## src/rtl/i2c_target_regs_pkg.sv

```systemverilog
// Shared types and bus constants for the I2C register target.
package i2c_pkg;

  typedef enum logic [2:0] {
    ST_IDLE,
    ST_ADDR,
    ST_ADDR_ACK,
    ST_WR_DATA,
    ST_WR_ACK,
    ST_RD_DATA,
    ST_RD_ACK,
    ST_IGNORE
  } i2c_tgt_state_e;

  localparam logic I2C_RW_WRITE = 1'b0;
  localparam logic I2C_RW_READ  = 1'b1;
  localparam logic I2C_ACK      = 1'b0;
  localparam logic I2C_NACK     = 1'b1;

endpackage

```

## src/rtl/i2c_target_regs_bus_sync.sv

```systemverilog
// Brings the asynchronous SCL/SDA lines into the clk domain and turns them
// into single-cycle bus event pulses. All pulses and the delayed line values
// scl_s/sda_s are aligned to the same clock cycle.
module i2c_bus_sync (
  input  logic clk,
  input  logic rst,
  input  logic scl,
  input  logic sda,
  output logic sda_s,
  output logic scl_rise,
  output logic scl_fall,
  output logic start_det,
  output logic stop_det
);

  logic scl_meta;
  logic scl_sync;
  logic scl_s;
  logic sda_meta;
  logic sda_sync;

  // Two-flop synchronizers, a history stage, and registered edge/START/STOP
  // pulses; flops reset to the idle-high bus level so reset makes no events.
  always_ff @(posedge clk or posedge rst) begin
    if (rst) begin
      scl_meta  <= 1'b1;
      scl_sync  <= 1'b1;
      scl_s     <= 1'b1;
      sda_meta  <= 1'b1;
      sda_sync  <= 1'b1;
      sda_s     <= 1'b1;
      scl_rise  <= 1'b0;
      scl_fall  <= 1'b0;
      start_det <= 1'b0;
      stop_det  <= 1'b0;
    end else begin
      scl_meta  <= scl;
      scl_sync  <= scl_meta;
      scl_s     <= scl_sync;
      sda_meta  <= sda;
      sda_sync  <= sda_meta;
      sda_s     <= sda_sync;
      scl_rise  <= scl_sync & ~scl_s;
      scl_fall  <= ~scl_sync & scl_s;
      start_det <= scl_sync & scl_s & ~sda_sync & sda_s;
      stop_det  <= scl_sync & scl_s & sda_sync & ~sda_s;
    end
  end

endmodule

```

## src/rtl/i2c_target_regs.sv

```systemverilog
// I2C target with a byte-wide register bus. The first written byte of a
// transaction is the register pointer, later bytes are register writes with
// auto-increment; reads stream from the pointer until the controller NACKs.
module i2c_target_regs
  import i2c_pkg::*;
#(
  parameter logic [6:0] TARGET_ADDR = 7'h50,
  parameter int         HOLD_CYC    = 2
) (
  input  logic       clk,
  input  logic       rst,
  input  logic       scl,
  input  logic       sda,
  output logic       sda_drive,
  output logic [7:0] reg_addr,
  output logic [7:0] reg_wdata,
  output logic       reg_wr_en,
  output logic       reg_rd_en,
  input  logic [7:0] reg_rdata,
  output logic       busy
);

  i2c_tgt_state_e state;
  i2c_tgt_state_e state_next;

  logic       sda_s;
  logic       scl_rise;
  logic       scl_fall;
  logic       start_det;
  logic       stop_det;
  logic [2:0] bit_cnt;
  logic [6:0] rx_shift;
  logic [7:0] rx_byte;
  logic [7:0] tx_shift;
  logic [3:0] hold_cnt;
  logic       rw_bit;
  logic       ptr_loaded;
  logic       rd_capture;
  logic       drive_val;

  i2c_bus_sync u_bus_sync (
    .clk       (clk),
    .rst       (rst),
    .scl       (scl),
    .sda       (sda),
    .sda_s     (sda_s),
    .scl_rise  (scl_rise),
    .scl_fall  (scl_fall),
    .start_det (start_det),
    .stop_det  (stop_det)
  );

  // The byte completes with the bit being sampled on this SCL rise.
  assign rx_byte = {rx_shift, sda_s};

  // State register.
  always_ff @(posedge clk or posedge rst) begin
    if (rst) state <= ST_IDLE;
    else     state <= state_next;
  end

  // Next state on bus events (START/STOP win over SCL edges) and the SDA
  // level this state wants once the post-fall hold time expires.
  always_comb begin
    state_next = state;
    drive_val  = 1'b1;
    case (state)
      ST_ADDR_ACK, ST_WR_ACK: drive_val = I2C_ACK;
      ST_RD_DATA:             drive_val = tx_shift[7];
      default:                drive_val = 1'b1;
    endcase
    if (start_det) begin
      state_next = ST_ADDR;
    end else if (stop_det) begin
      state_next = ST_IDLE;
    end else if (scl_rise) begin
      case (state)
        ST_ADDR:
          if (bit_cnt == 3'd7)
            state_next = (rx_shift == TARGET_ADDR) ? ST_ADDR_ACK : ST_IGNORE;
        ST_ADDR_ACK: state_next = (rw_bit == I2C_RW_READ) ? ST_RD_DATA : ST_WR_DATA;
        ST_WR_DATA:  if (bit_cnt == 3'd7) state_next = ST_WR_ACK;
        ST_WR_ACK:   state_next = ST_WR_DATA;
        ST_RD_DATA:  if (bit_cnt == 3'd7) state_next = ST_RD_ACK;
        ST_RD_ACK:   state_next = (sda_s == I2C_ACK) ? ST_RD_DATA : ST_IGNORE;
        default:     state_next = state;
      endcase
    end
  end

  // Datapath: shift registers, bit counter, SDA hold timer, pointer and
  // register-bus strobes. The pointer advances the cycle after a write strobe
  // so the strobe is presented with the address it writes.
  always_ff @(posedge clk or posedge rst) begin
    if (rst) begin
      sda_drive  <= 1'b1;
      reg_addr   <= 8'h00;
      reg_wdata  <= 8'h00;
      reg_wr_en  <= 1'b0;
      reg_rd_en  <= 1'b0;
      busy       <= 1'b0;
      bit_cnt    <= 3'd0;
      rx_shift   <= 7'd0;
      tx_shift   <= 8'hFF;
      hold_cnt   <= 4'd0;
      rw_bit     <= I2C_RW_WRITE;
      ptr_loaded <= 1'b0;
      rd_capture <= 1'b0;
    end else begin
      reg_wr_en  <= 1'b0;
      reg_rd_en  <= 1'b0;
      rd_capture <= reg_rd_en;
      if (rd_capture) tx_shift <= reg_rdata;
      if (reg_wr_en) reg_addr <= reg_addr + 8'd1;

      if (state_next == ST_IDLE || state_next == ST_IGNORE) busy <= 1'b0;
      else if (state == ST_ADDR && state_next == ST_ADDR_ACK) busy <= 1'b1;

      if (start_det || stop_det) begin
        bit_cnt   <= 3'd0;
        hold_cnt  <= 4'd0;
        sda_drive <= 1'b1;
        if (start_det) ptr_loaded <= 1'b0;
      end else begin
        if (scl_fall) begin
          hold_cnt <= 4'(HOLD_CYC);
        end else if (hold_cnt != 4'd0) begin
          hold_cnt <= hold_cnt - 4'd1;
          if (hold_cnt == 4'd1) sda_drive <= drive_val;
        end

        if (scl_rise) begin
          case (state)
            ST_ADDR: begin
              rx_shift <= rx_byte[6:0];
              bit_cnt  <= bit_cnt + 3'd1;
              if (bit_cnt == 3'd7) rw_bit <= sda_s;
            end
            ST_WR_DATA: begin
              rx_shift <= rx_byte[6:0];
              bit_cnt  <= bit_cnt + 3'd1;
              if (bit_cnt == 3'd7) begin
                if (ptr_loaded) begin
                  reg_wr_en <= 1'b1;
                  reg_wdata <= rx_byte;
                end else begin
                  reg_addr   <= rx_byte;
                  ptr_loaded <= 1'b1;
                end
              end
            end
            ST_ADDR_ACK: begin
              if (rw_bit == I2C_RW_READ) reg_rd_en <= 1'b1;
            end
            ST_RD_DATA: begin
              tx_shift <= {tx_shift[6:0], 1'b0};
              bit_cnt  <= bit_cnt + 3'd1;
            end
            ST_RD_ACK: begin
              if (sda_s == I2C_ACK) begin
                reg_addr  <= reg_addr + 8'd1;
                reg_rd_en <= 1'b1;
              end
            end
            default: ;
          endcase
        end
      end
    end
  end

endmodule

```

## config.mk

```make
export PLATFORM = sky130hd
export DESIGN_NAME = i2c_target_regs
export DESIGN_NICKNAME = d
export VERILOG_FILES = /design/src/rtl/i2c_target_regs_pkg.sv /design/src/rtl/i2c_target_regs_bus_sync.sv /design/src/rtl/i2c_target_regs.sv
export SDC_FILE = /design/constraint.sdc
export NUM_CORES = 1
export LEC_CHECK = 0
export CAP_MARGIN = 40
export CORE_ASPECT_RATIO = 1.1
export CORE_UTILIZATION = 58
export CTS_BUF_LIST = sky130_fd_sc_hd__clkbuf_8
export CTS_CLUSTER_DIAMETER = 200
export DETAILED_ROUTE_END_ITERATION = 8
export HOLD_SLACK_MARGIN = 0.03
export PLACE_DENSITY = 0.8
export SETUP_SLACK_MARGIN = 0.1
export SLEW_MARGIN = 5
export SYNTH_ARGS = -nofsm -noshare
export SYNTH_HDL_FRONTEND = slang
export SYNTH_SLANG_ARGS = --single-unit
```

## constraint.sdc

```tcl
create_clock -name clk -period 2.25 [get_ports clk]
set_input_delay 0.45 -clock clk [delete_from_list [all_inputs] [get_ports clk]]
set_output_delay 0.45 -clock clk [all_outputs]
set_load 0.05 [all_outputs]
```

==> results_dict.tcl <==
set metrics [dict create \
    final_cell_mix "42 x dfrtp_1, 30 x clkdlybuf4s50_1, 17 x nor2_1, 15 x dfstp_2, 13 x mux2i_1" \
    yosysUniqueCellTypes 51 \
    placed_cells_incl_taps 341 \
    n_fill_cell 334 \
    r2r-start "bit_cnt[0]" \
    critPathMaxFanout 2 \
    top_usage_layer "met2" \
    core-area_um2 4720 \
    grtUsageMet2 0.351 \
    synth-edff-count 0 \
    antenna_found_initial 0 \
    setup_violations 0 \
    path_buf_inv 1 \
    ctsHoldBuffers 0 \
    drcViolationCount 0 \
    place.gp.congestion 0.934 \
    cp_slowest_cell "clkdlybuf4s50_1" \
    grtUsageMet1 0.324 \
    power_frac_comb 0.280 \
    outcome "finished, final reports clean" \
    p_seq_frac 0.412 \
    slew_headroom 0.645 \
    finalSetupTns_ns 0 \
    die_x_um 69.3 \
    gr-usage-all-layers 0.238 \
    end_kind "primary output" \
    fmax_ghz 0.474 \
    crit_required_ns 1.80 \
    fin_crit_sh 0.939 \
    dp_hpwl_um 3960 \
    use_met3 0.0661 \
    cp_top_family "buffers and inverters" \
    synth_cells 256 \
    hold_class "flop to flop" \
    drive_gt1_frac 0.203 \
    rows 26 \
    multi_input_area_um2 1320 \
    path_class "flop to primary output" \
    skew_ns 0.00807 \
    max_slew.worst_pin.slew_ns 0.531 \
    hold_start "u_bus_sync.sda_meta" \
    hold_viol 0 \
    leakagePower_nw 1.58 \
    grt_max_degree 59 \
    yosysSeqAreaShare 0.509 \
    grt_pass1_vias 2039 \
    synth_area_leaders "dfrtp_1 37%, dfstp_2 14%, mux2i_1 4.5%" \
    period_needed_ns 2.11 \
    p_sw_frac 0.325 \
    cts_tree "built" \
    wl_per_cell_um 15.9 \
    yosys_most_used_dff "dfrtp_1" \
    start_util 0.612 \
    firstDrtPassIters 4 \
    io_buffer_count 31 \
    area_growth_pct 22.5 \
    internal_power_mw 2.38 \
    peakVddDrop_v 0.000642 \
    start_kind "flop" \
    synth.avg_cell_area_um2 11.3 \
    clkLatencyLatePin_ns 0.34 \
    rsz0062_at_grt "false" \
    crit_chain "clkdlybuf4s50_1" \
    overflow 0 \
    via_per_inst 5.76 \
    worst_path_largest_cell_delay_ns 0.79 \
    root_buffer "clkbuf_8" \
    finalWirelength_um 5690 \
    ys_seq_elements 58 \
    pin_count 32 \
    drtAntennaViolNets 0 \
    drv_cap 0 \
    vias 2056 \
    cts_sinks 58 \
    crit_start "sda_drive" \
    path_clk_slew_ns 0.06 \
    syn_area_um2 2890 \
    syn_nets 274 \
    nNetsFinal 314 \
    place_area_um2 3300 \
    slew_violations 0 \
    async_flop_share 1.00 \
    yosysTopAreaCellShare 0.373 \
    cts_inserted_buffers 9 \
    p_switching_mw 1.15 \
    die_area_um2 5260 \
    postLayoutCoreUtil 0.749 \
    design_area_um2 3530 \
    worstPathArrival_ns 1.66 \
    ff_latch_area_um2 1470 \
    power.share.clock 0.308 \
    yosysTopAreaCell "dfrtp_1" \
    power_density_nw_per_um2 999 \
    ys_warn_count 0 \
    drt_iter0_drc 146 \
    clock_path_buffers 2 \
    layoutNonFillerInstCount 357 \
    cts_htree_levels 3 \
    grt_pass1_wl_um 9720 \
    layout_commonest_cell "dfrtp_1" \
    post_cts_buffers 0 \
    antennaDiodeCount 0 \
    die_h_um 76.0 \
]
synthesized netlist by cell type (all sizes together) (2+ instances only):
master  number
a211oi       2
a21o         2
a21oi       13
a22oi        8
a31o         2
a31oi        2
and3         2
and4         2
buf         11
clkbuf       2
dfrtp       43
dfstp       15
ha           6
inv         10
mux2        16
mux2i       13
nand2       12
nand2b       3
nand3        6
nand4        2
nor2        17
nor2b        5
nor3        10
nor3b        3
nor4         3
o21a         2
o21ai        6
o22ai        8
or4b         2
xnor2        5
xor2        12
metal layers:
metal,vias to the layer above,wire length (µm)
met5,-,0
met2,61,2600
li1,1008,-
met4,0,148
met3,14,312
met1,973,2630
worst reg2reg max path: stages (launching register included):
cell,delay [ns]
dfrtp_1,0.36
ha_1,0.18
ha_1,0.28
o221ai_1,0.20
a31o_4,0.29
o41ai_1,0.43
a211oi_2,0.12
cell type report:
class | instances | share of cell area
Tap cell | 56 | 0.0198
Clock inverter | 5 | 0.0219
Timing Repair Buffer | 42 | 0.115
Inverter | 10 | 0.0106
Sequential cell | 58 | 0.416
Clock buffer | 11 | 0.0428
Multi-Input combinational cell | 175 | 0.373
stage by stage:
stage | setup slack [ns] | hold slack (ns) | power (mW)
2_1_floorplan | 0.397 | 0.345 | 2.20
3_3_place_gp | 0.258 | 0.347 | 2.43
4_1_cts | 0.118 | 0.360 | 3.55
5_1_grt | 0.107 | 0.364 | 3.74
6_report | 0.138 | 0.358 | 3.53
3_5_place_dp | 0.196 | 0.351 | 2.45
state kept, by name, indices dropped and copies added, names as in the netlist, 3 cells and up:
signal     cells
reg_wdata      8
rx_shift       7
bit_cnt        3
state          3
hold_cnt       4
reg_addr       8
tx_shift       8
power by group through the flow:
stage | Sequential (mW) | Combinational [mW] | Clock, mW
3_3_place_gp | 1.46 | 0.969 | 0
6_report | 1.46 | 0.988 | 1.09
5_1_grt | 1.49 | 1.09 | 1.16
2_1_floorplan | 1.43 | 0.770 | 0
4_1_cts | 1.45 | 0.993 | 1.11
3_5_place_dp | 1.47 | 0.984 | 0
timing repair:
item	4_1_cts	5_1_grt
gates resized for setup	0	2
endpoints found under the hold margin	0	0
endpoints found under the setup margin	0	2
final timing paths:
kind / endpoint / slack, ns / cells after the start
max in group asynchronous: u_bus_sync.sda_s / 1.47 / 3
worst min register to register: u_bus_sync.sda_sync / 0.36 / 0
worst min-delay path: u_bus_sync.sda_sync / 0.36 / 0
worst max register to register: busy / 0.27 / 6
worst max-delay path: sda_drive / 0.14 / 1
min in group asynchronous: reg_addr[0] / 0.48 / 3
kinds of logic after synthesis:
family	count (synthesis)	synth area share
simple gates	72	0.138
flops	58	0.509
compound gates	51	0.134
buf+inv	23	0.0338
mux	29	0.107
fa+ha+maj	6	0.0260
xor+xnor	17	0.0516
Note: power is estimated with default switching activity, not from simulation.
